### src/rtl/zx_pkg.sv
// Shared constants for the ZX Spectrum ULA I/O port block.
//   KEY_ROWS / KEY_COLS : keyboard matrix geometry (8 half-rows of 5 keys)
//   KEY_*               : flat key indices, index = row*KEY_COLS + bit
//   ULA_*_BIT           : bit positions on the ULA port data bus
package zx_pkg;

  localparam int KEY_ROWS = 8;
  localparam int KEY_COLS = 5;
  localparam int KEY_NUM  = KEY_ROWS * KEY_COLS;

  localparam int KEY_CAPS  = 0;
  localparam int KEY_ENTER = 30;
  localparam int KEY_SPACE = 35;

  localparam int ULA_MIC_BIT = 3;
  localparam int ULA_SPK_BIT = 4;
  localparam int ULA_EAR_BIT = 6;

endpackage

### src/rtl/zx_key_debounce.sv
// Key matrix synchroniser and debouncer.
//   clk, reset (async, active-low)
//   raw   [WIDTH]  : asynchronous active-low key inputs
//   state [WIDTH]  : debounced key state, active-low
// Every input passes a 2-FF synchroniser. A shared counter produces a tick
// every DB_CYCLES clocks; a bit is only accepted when two consecutive tick
// samples agree, so pulses shorter than one tick interval never get through.
module zx_key_debounce #(
  parameter int WIDTH     = 40,
  parameter int DB_CYCLES = 35_000
) (
  input  logic             clk,
  input  logic             reset,
  input  logic [WIDTH-1:0] raw,
  output logic [WIDTH-1:0] state
);

  localparam int CW = (DB_CYCLES > 2) ? $clog2(DB_CYCLES) : 1;

  logic [WIDTH-1:0] sync1;
  logic [WIDTH-1:0] sync2;
  logic [WIDTH-1:0] last_sample;
  logic [WIDTH-1:0] agree;
  logic [CW-1:0]    cnt;
  logic             tick;

  assign tick  = (cnt == CW'(DB_CYCLES - 1));
  assign agree = ~(sync2 ^ last_sample);

  always_ff @(posedge clk or negedge reset) begin
    if (!reset) begin
      sync1       <= '1;
      sync2       <= '1;
      last_sample <= '1;
      state       <= '1;
      cnt         <= '0;
    end else begin
      sync1 <= raw;
      sync2 <= sync1;
      if (tick) begin
        cnt         <= '0;
        last_sample <= sync2;
        // take the synchronised value only where it matches the previous sample
        state       <= (state & ~agree) | (sync2 & agree);
      end else begin
        cnt <= cnt + CW'(1);
      end
    end
  end

endmodule

### src/rtl/zx_ula_port.sv
// ZX Spectrum ULA I/O port block.
//   clk, reset (async, active-low)
//   ce, rd_n, wr_n, ad[15:0], data_in[7:0] : Z80 I/O bus (active-low strobes)
//   data_out[7:0], data_oe                 : read data and bus-mux drive request
//   int_n                                  : frame interrupt, active low
//   keys_n[39:0], ear_in                   : raw key matrix and tape input
//   border[2:0], mic, speaker              : latched output port bits
//   frame_tick                             : one-cycle pulse on the last frame cycle
// Any even port address selects the ULA. Reads are combinational from registered
// state; writes latch on the first cycle of a low wr_n.
module zx_ula_port import zx_pkg::*; #(
  parameter int CLK_HZ     = 3_500_000,
  parameter int FRAME_HZ   = 50,
  parameter int INT_CYCLES = 32,
  parameter int DB_CYCLES  = 35_000
) (
  input  logic                clk,
  input  logic                reset,
  input  logic                ce,
  input  logic                rd_n,
  input  logic                wr_n,
  input  logic [15:0]         ad,
  input  logic [7:0]          data_in,
  output logic [7:0]          data_out,
  output logic                data_oe,
  output logic                int_n,
  input  logic [KEY_NUM-1:0]  keys_n,
  input  logic                ear_in,
  output logic [2:0]          border,
  output logic                mic,
  output logic                speaker,
  output logic                frame_tick
);

  localparam int PERIOD = CLK_HZ / FRAME_HZ;
  localparam int FCW    = $clog2(PERIOD);
  localparam int PCW    = $clog2(INT_CYCLES + 1);

  logic               sel;
  logic               wr_q;
  logic               strobe;
  logic               ear_s1;
  logic               ear_sync;
  logic [KEY_NUM-1:0] key_state;
  logic [KEY_COLS-1:0] row_and;
  logic [FCW-1:0]     frame_cnt;
  logic [PCW-1:0]     pulse_cnt;
  logic               unused_bits;

  // A1..A7 and data bits 7:5 have no function on this port
  assign unused_bits = ^{ad[7:1], data_in[7:5]};

  assign sel     = !ce && !ad[0];
  assign data_oe = sel && !rd_n;
  assign strobe  = sel && !wr_n && wr_q;

  zx_key_debounce #(
    .WIDTH     (KEY_NUM),
    .DB_CYCLES (DB_CYCLES)
  ) u_debounce (
    .clk   (clk),
    .reset (reset),
    .raw   (keys_n),
    .state (key_state)
  );

  // each low address line A8..A15 enables one half-row; selected rows are ANDed
  always_comb begin
    row_and = '1;
    for (int r = 0; r < KEY_ROWS; r++) begin
      if (!ad[8+r]) row_and = row_and & key_state[r*KEY_COLS +: KEY_COLS];
    end
    data_out = 8'hFF;
    if (data_oe) begin
      data_out[KEY_COLS-1:0]   = row_and;
      data_out[ULA_EAR_BIT]    = ear_sync;
    end
  end

  always_ff @(posedge clk or negedge reset) begin
    if (!reset) begin
      wr_q     <= 1'b1;
      border   <= '0;
      mic      <= 1'b0;
      speaker  <= 1'b0;
      ear_s1   <= 1'b1;
      ear_sync <= 1'b1;
    end else begin
      wr_q     <= wr_n;
      ear_s1   <= ear_in;
      ear_sync <= ear_s1;
      if (strobe) begin
        border  <= data_in[2:0];
        mic     <= data_in[ULA_MIC_BIT];
        speaker <= data_in[ULA_SPK_BIT];
      end
    end
  end

  assign frame_tick = (frame_cnt == FCW'(PERIOD - 1));

  // int_n falls on the edge that wraps the frame counter and is held low
  // for INT_CYCLES cycles by a separate pulse counter
  always_ff @(posedge clk or negedge reset) begin
    if (!reset) begin
      frame_cnt <= '0;
      pulse_cnt <= '0;
      int_n     <= 1'b1;
    end else begin
      if (frame_tick) begin
        frame_cnt <= '0;
        pulse_cnt <= '0;
        int_n     <= 1'b0;
      end else begin
        frame_cnt <= frame_cnt + FCW'(1);
        if (!int_n) begin
          if (pulse_cnt == PCW'(INT_CYCLES - 1)) int_n <= 1'b1;
          else pulse_cnt <= pulse_cnt + PCW'(1);
        end
      end
    end
  end

endmodule
### config.mk
export PLATFORM = sky130hd
export DESIGN_NAME = zx_ula_port
export DESIGN_NICKNAME = d
export VERILOG_FILES = /design/src/rtl/zx_pkg.sv /design/src/rtl/zx_key_debounce.sv /design/src/rtl/zx_ula_port.sv
export SDC_FILE = /design/constraint.sdc
export NUM_CORES = 1
export LEC_CHECK = 0
export BUFFER_PORTS_ARGS = -buffer_cell sky130_fd_sc_hd__buf_4
export CAP_MARGIN = 10
export CORE_UTILIZATION = 52
export DETAILED_ROUTE_END_ITERATION = 8
export PLACE_DENSITY = 0.73
export SLEW_MARGIN = 20
export SYNTH_ARGS = -nofsm -noshare
export SYNTH_HDL_FRONTEND = slang
export SYNTH_SLANG_ARGS = --single-unit
### constraint.sdc
create_clock -name clk -period 2.5 [get_ports clk]
set_clock_uncertainty 0.05 [all_clocks]
set_input_delay 0.5 -clock clk [delete_from_list [all_inputs] [get_ports clk]]
set_output_delay 0.5 -clock clk [all_outputs]
set_load 0.05 [all_outputs]
==> impl_metrics.ini, run 1 <==
[critical_path]
r2r_start = u_debounce.cnt[12]
reg2regPathDepth = 5
crit_arrival_ns = 2.32
path_class = register to output port
critPathRequiredTime_ns = 1.95
critPathTopFamily = simple AND/OR/NAND/NOR gates
critical_path_depth = 4
end_kind = output port
cp-startpoint = frame_cnt[9]
max_stage_delay_ns = 0.56
path_buf_inv = 1
path_cells = or4b_1 -> or4_4 -> nor3_4 -> buf_6
start_kind = register
crit_path_max_fanout = 2
critPathSlowestCell = or4_4

[logic_synthesis]
ys.flop_type = dfstp_2
ys_warn_count = 0
synthArstFlopShare_pct = 100.0
synth-edff-count = 0
ys_ff_latch = 208
syn_area_per_cell_um2 = 12.07
synth.distinct_cells = 42
syn_area_um2 = 7710
syn_inst = 639
synth.yosys.seq_area_share_pct = 70.17

[detailed_routing]
drt-met1-wl_mm = 6.269
drt_first_pass_iters = 7
drc = 0
ant_nets = 0
wl_met2_mm = 7.680
vias_per_cell = 5.489
highest_layer = met4
vias = 5116
dr_wl_met3_um = 848
drt_wl_total_mm = 15.16
drt_iter0_drc = 324
post_drt_wl_per_cell_um = 16.26

[power_and_ir_drop]
p_sw_share_pct = 21.05
total_power_mw = 7.220
power.density_nw_per_um2 = 770.4
p_switching_mw = 1.520
ir_worst_vdd_mv = 0.5073
seqPwrFrac_pct = 49.4
internal_power_mw = 5.700
p_leak_nw = 3.646
p_clk_share_pct = 46.1
p_comb_share_pct = 4.5

[layout]
final_common_cell = dfstp_2
areaGrowthSynthToFinish_pct = 21.55
antenna_cells = 0
layout_common_cells = 164 x dfstp_2, 83 x buf_4, 81 x a21oi_1, 81 x o21ai_0, 54 x nand2_1
fill_cells = 1100
drive_above_1_share_pct = 39.71
nets = 805
final_area_um2 = 9371

[place]
gp_congestion = 0.8270
place_ws_ns = 0.09521
hpwl_mm = 9.986
portBuffers = 73
placed_area_um2 = 8581

[die]
coreArea_um2 = 14480
ios = 86
die_h_um = 123.8
die_area_um2 = 15320
num_rows = 44
die_width_um = 123.8
start_util_pct = 53.25

[worst_hold_path]
hold_path_class = input port to register
hold_start = keys_n[38]
holdPathStages = 1

[clock_network]
clkTransAtPathRegs_ns = 0.06
clockBufferDepth = 3
cts_buffers = 22
cts_root_buffer = clkbuf_16
cts_tree = built
insertion_delay_ns = 0.51
cts_sinks = 208
h-tree-depth = 1

[timing]
fin_ws_ns = -0.3710
tightest_slew_ns = 0.5449
timing.final.crit_share_pct = 114.8
finalSetupViolCount = 1
slew_headroom_pct = 63.67
holdWs_ns = 0.04367
slew_violations = 0
finalSetupTns_ns = -0.3710
period_needed_ns = 2.871
hold_viol = 0
rsz0062_at_grt = true
fmax_mhz = 348.3

[grt]
grt_usage_pct = 20.63
grt_max_degree = 67
grt_pass1_vias = 5140
grt_pass1_wl_mm = 24.47
overflow = 0
antenna_found_initial = 0

[outcome]
status = complete, but fails checks
violations = setup timing

[flow_run]
maxCapViolCount = 0
## synthesized netlist by cell type, types with 2 or more instances
master	number	area, um2
dfstp_2	164	4309
a21oi_1	81	405.4
o21ai_0	81	405.4
nand2_1	54	202.7
dfrtp_1	44	1101
inv_1	44	165.2
nor2_1	32	120.1
o22ai_1	20	125.1
xnor2_1	15	131.4
clkbuf_1	13	48.80
xor2_1	13	113.9
nand3_1	10	50.05
nand4_1	8	50.05
mux2_2	5	56.30
nor3_1	5	25.02
o41ai_1	5	43.79
and2_1	4	25.02
and3_1	3	18.77
and4_1	3	26.28
buf_1	3	11.26
ha_1	3	37.54
mux2i_1	3	30.03
buf_2	2	10.01
buf_4	2	15.01
nand2b_1	2	12.51
nor2b_1	2	12.51
nor4_1	2	12.51
or4b_1	2	20.02
## metal layers
metal / track usage (%) / vias to the layer above
li1: - / 2370
met1: 26.28 / 2567
met2: 35.10 / 144
met3: 4.533 / 35
met4: 6.551 / 0
met5: 0 / -
## timing repair
item | CTS | global route
buffers inserted | 2 | 0
endpoints found under the hold margin | 28 | 0
setup endpoints to repair | 1 | 1
hold buffers | 1 | 0
pin swaps | 2 | 0
gates resized for setup | 1 | 0
## worst reg2reg max path: stages (launching register included)
cell	delay [ns]
dfrtp_1	0.43
nor4bb_1	0.50
and4_4	0.33
buf_4	0.46
a21oi_1	0.19
a21oi_1	0.16
## final cells by class
cell class	instances	area [um2]	share of cell area [%]
Sequential cell	208	5410	57.73
Multi-Input combinational cell	367	2086	22.26
Timing Repair Buffer	89	718.2	7.664
Clock buffer	35	671.9	7.170
Tap cell	184	230.2	2.457
Inverter	44	165.2	1.762
Clock inverter	5	90.09	0.9613
## cell families (layout without fill, tap and decap cells)
| group | after synthesis | count (layout) | share of synthesized area (%) |
|---|---|---|---|
| xor+xnor | 28 | 28 | 3.181 |
| mux | 8 | 8 | 1.120 |
| compound gates | 190 | 190 | 13.00 |
| simple gates | 136 | 136 | 8.601 |
| fa+ha+maj | 3 | 3 | 0.4869 |
| flops | 208 | 208 | 70.17 |
| other cells | 1 | 2 | 0.04864 |
| buf+inv | 65 | 173 | 3.392 |
## power groups by stage
stage / clock, mW / sequential, mW / combinational (mW)
after floorplan: 0 / 3.66 / 0.0612
after global placement: 0 / 3.61 / 0.323
after detailed placement: 0 / 3.61 / 0.329
after CTS: 3.41 / 3.57 / 0.331
after global routing: 3.55 / 3.57 / 0.352
final: 3.33 / 3.57 / 0.325
## path summary, 6_finish.rpt
path | to | slack [ns]
min in group asynchronous | u_debounce.cnt[13] | 0.50
max in group asynchronous | u_debounce.sync2[39] | 1.17
worst max register to register | register | 0.32
worst min-delay path | u_debounce.sync1[38] | 0.04
worst min register to register | u_debounce.sync2[22] | 0.31
worst max-delay path | frame_tick | -0.37
## stage by stage
stage / utilization, % / instances
after floorplan: - / 640
after global placement: 59.26 / 889
after detailed placement: 59.26 / 889
after CTS: 64.73 / 932
after global routing: 64.73 / 932
final: 64.73 / 932
(Power assumes the default switching activity.)
==> run 2, diff against run 1 <==
Settings changed: CELL_PAD_IN_SITES_DETAIL_PLACEMENT set to 0, CELL_PAD_IN_SITES_GLOBAL_PLACEMENT set to 2, CORE_UTILIZATION 52 to 35, PLACE_DENSITY 0.73 to 0.72.
==> impl_metrics.ini, run 2 (synthesized netlist as in run 1, its figures left out) <==
[outcome]
status = complete, but fails checks
violations = setup timing

[layout]
fill_cells = 1973
final_cells = 1024
antenna_cells = 0
drive_above_1_share_pct = 40.45
areaGrowthSynthToFinish_pct = 23.81
final_common_cell = dfstp_2
seqCellArea_um2 = 5410
nets = 805
layout_common_cells = 164 x dfstp_2, 81 x a21oi_1, 81 x o21ai_0
multi_input_area_um2 = 2100

[critical_path]
critPathRequiredTime_ns = 1.95
crit_path_max_fanout = 2
cp-startpoint = frame_cnt[9]
end_kind = output port
start_kind = register
rr_endpoint = pulse_cnt[2]
r2r_start = frame_cnt[9]
r2r_setup_slack_ns = 0.39
crit_arrival_ns = 2.28
path_class = register to output port
reg2regPathDepth = 5

[grt]
grt_util_met2_pct = 23.66
grt_max_degree = 67
grt_pass1_wl_mm = 26.19
use_met1_pct = 20.61
busiest_layer = met2
grt_usage_pct = 14.80
antenna_found_initial = 0
use_met3_pct = 2.485
overflow = 0
grt_pass1_vias = 5057

[power_and_ir_drop]
seqPwrFrac_pct = 48.2
p_sw_share_pct = 21.44
p_switching_mw = 1.584
p_clk_share_pct = 47.3
ir_worst_vdd_mv = 0.3807
power.density_nw_per_um2 = 774.3
p_comb_share_pct = 4.5
p_leak_nw = 3.676
internal_power_mw = 5.806

[die]
ios = 86
start_util_pct = 36.22
coreArea_um2 = 21290
die_h_um = 150.4
num_rows = 53
die_area_um2 = 22630
die_width_um = 150.4

[detailed_routing]
vias = 4993
vias_per_cell = 4.876
drt_wl_total_mm = 16.04
drt_iter0_drc = 169
post_drt_wl_per_cell_um = 15.66
ant_nets = 0
drt_first_pass_iters = 5
drc = 0

[timing]
finalSetupViolCount = 1
tightest_slew_ns = 0.5304
timing.final.crit_share_pct = 113.2
slew_violations = 0
period_needed_ns = 2.830
fmax_mhz = 353.4
fin_ws_ns = -0.3299
slew_headroom_pct = 64.64
hold_viol = 0
rsz0062_at_grt = true

[clock_network]
insertion_delay_ns = 0.50
clockBufferDepth = 3
clkTransAtPathRegs_ns = 0.05
h-tree-depth = 1
cts_root_buffer = clkbuf_16
cts_tree = built
cts_buffers = 24
cts_sinks = 208

[worst_hold_path]
holdPathStages = 1
hold_path_class = input port to register
hold_start = keys_n[22]
worstHoldEndpoint = u_debounce.sync1[22]

[place]
placed_cells = 977
place_ws_ns = 0.09021
portBuffers = 73
hpwl_mm = 10.58
gp_congestion = 0.8147

[flow_run]
maxCapViolCount = 0
-- run 2: repair_timing --
action	4_1_cts	5_1_grt
hold buffers	1	0
gates resized for setup	3	0
setup endpoints to repair	4	1
setup buffers	3	0
hold endpoints to repair	4	0
pin swaps	4	0
-- run 2: final cells by class --
type,instances,share of cell area [%]
clock buffers,37,7.878
multi-input cells,367,21.99
clock inverters,6,0.6161
repair buffers,87,7.498
flip-flops and latches,208,56.68
well taps,275,3.605
inverters,44,1.730
-- run 2: how the worst max path moves through the flow --
stage	cells after the start	to
3_5_place_dp	4	frame_tick
6_report	4	frame_tick
5_1_grt	4	frame_tick
4_1_cts	4	frame_tick
3_3_place_gp	4	frame_tick
2_1_floorplan	2	data_out[0]
-- run 2: power groups by stage --
stage	clock network [mW]	logic [mW]	registers (mW)
detailed placement	0	0.336	3.61
global route	3.74	0.359	3.58
finish	3.49	0.332	3.57
floorplan	0	0.0612	3.66
global placement	0	0.329	3.61
CTS	3.60	0.340	3.57
-- run 2: through the flow --
| stage | hold WS (ns) | power, mW | TNS, ns | instance area, um2 | utilization [%] |
|---|---|---|---|---|---|
| CTS | 0.03045 | 7.510 | -0.3588 | 9545 | 44.84 |
| floorplan | 0.1544 | 3.723 | -0.3376 | 7755 | - |
| global route | 0.03095 | 7.672 | -0.3965 | 9545 | 44.84 |
| detailed placement | 0.2968 | 3.951 | 0 | 8685 | 40.80 |
| global placement | 0.2953 | 3.940 | 0 | 8685 | 40.80 |
| finish | 0.05272 | 7.391 | -0.3299 | 9545 | 44.84 |
-- run 2: critical path, cell delays in order (launching register included) --
cell and delay, ns:
dfrtp_1 0.37, or4b_1 0.52, or4_4 0.55, nor3_4 0.16, buf_6 0.18
-- run 2: metal layers --
layer / wire, um / vias to the layer above
met4: 367 / 0
met3: 663 / 27
met1: 7288 / 2510
met5: 0 / -
met2: 7718 / 86
li1: - / 2370
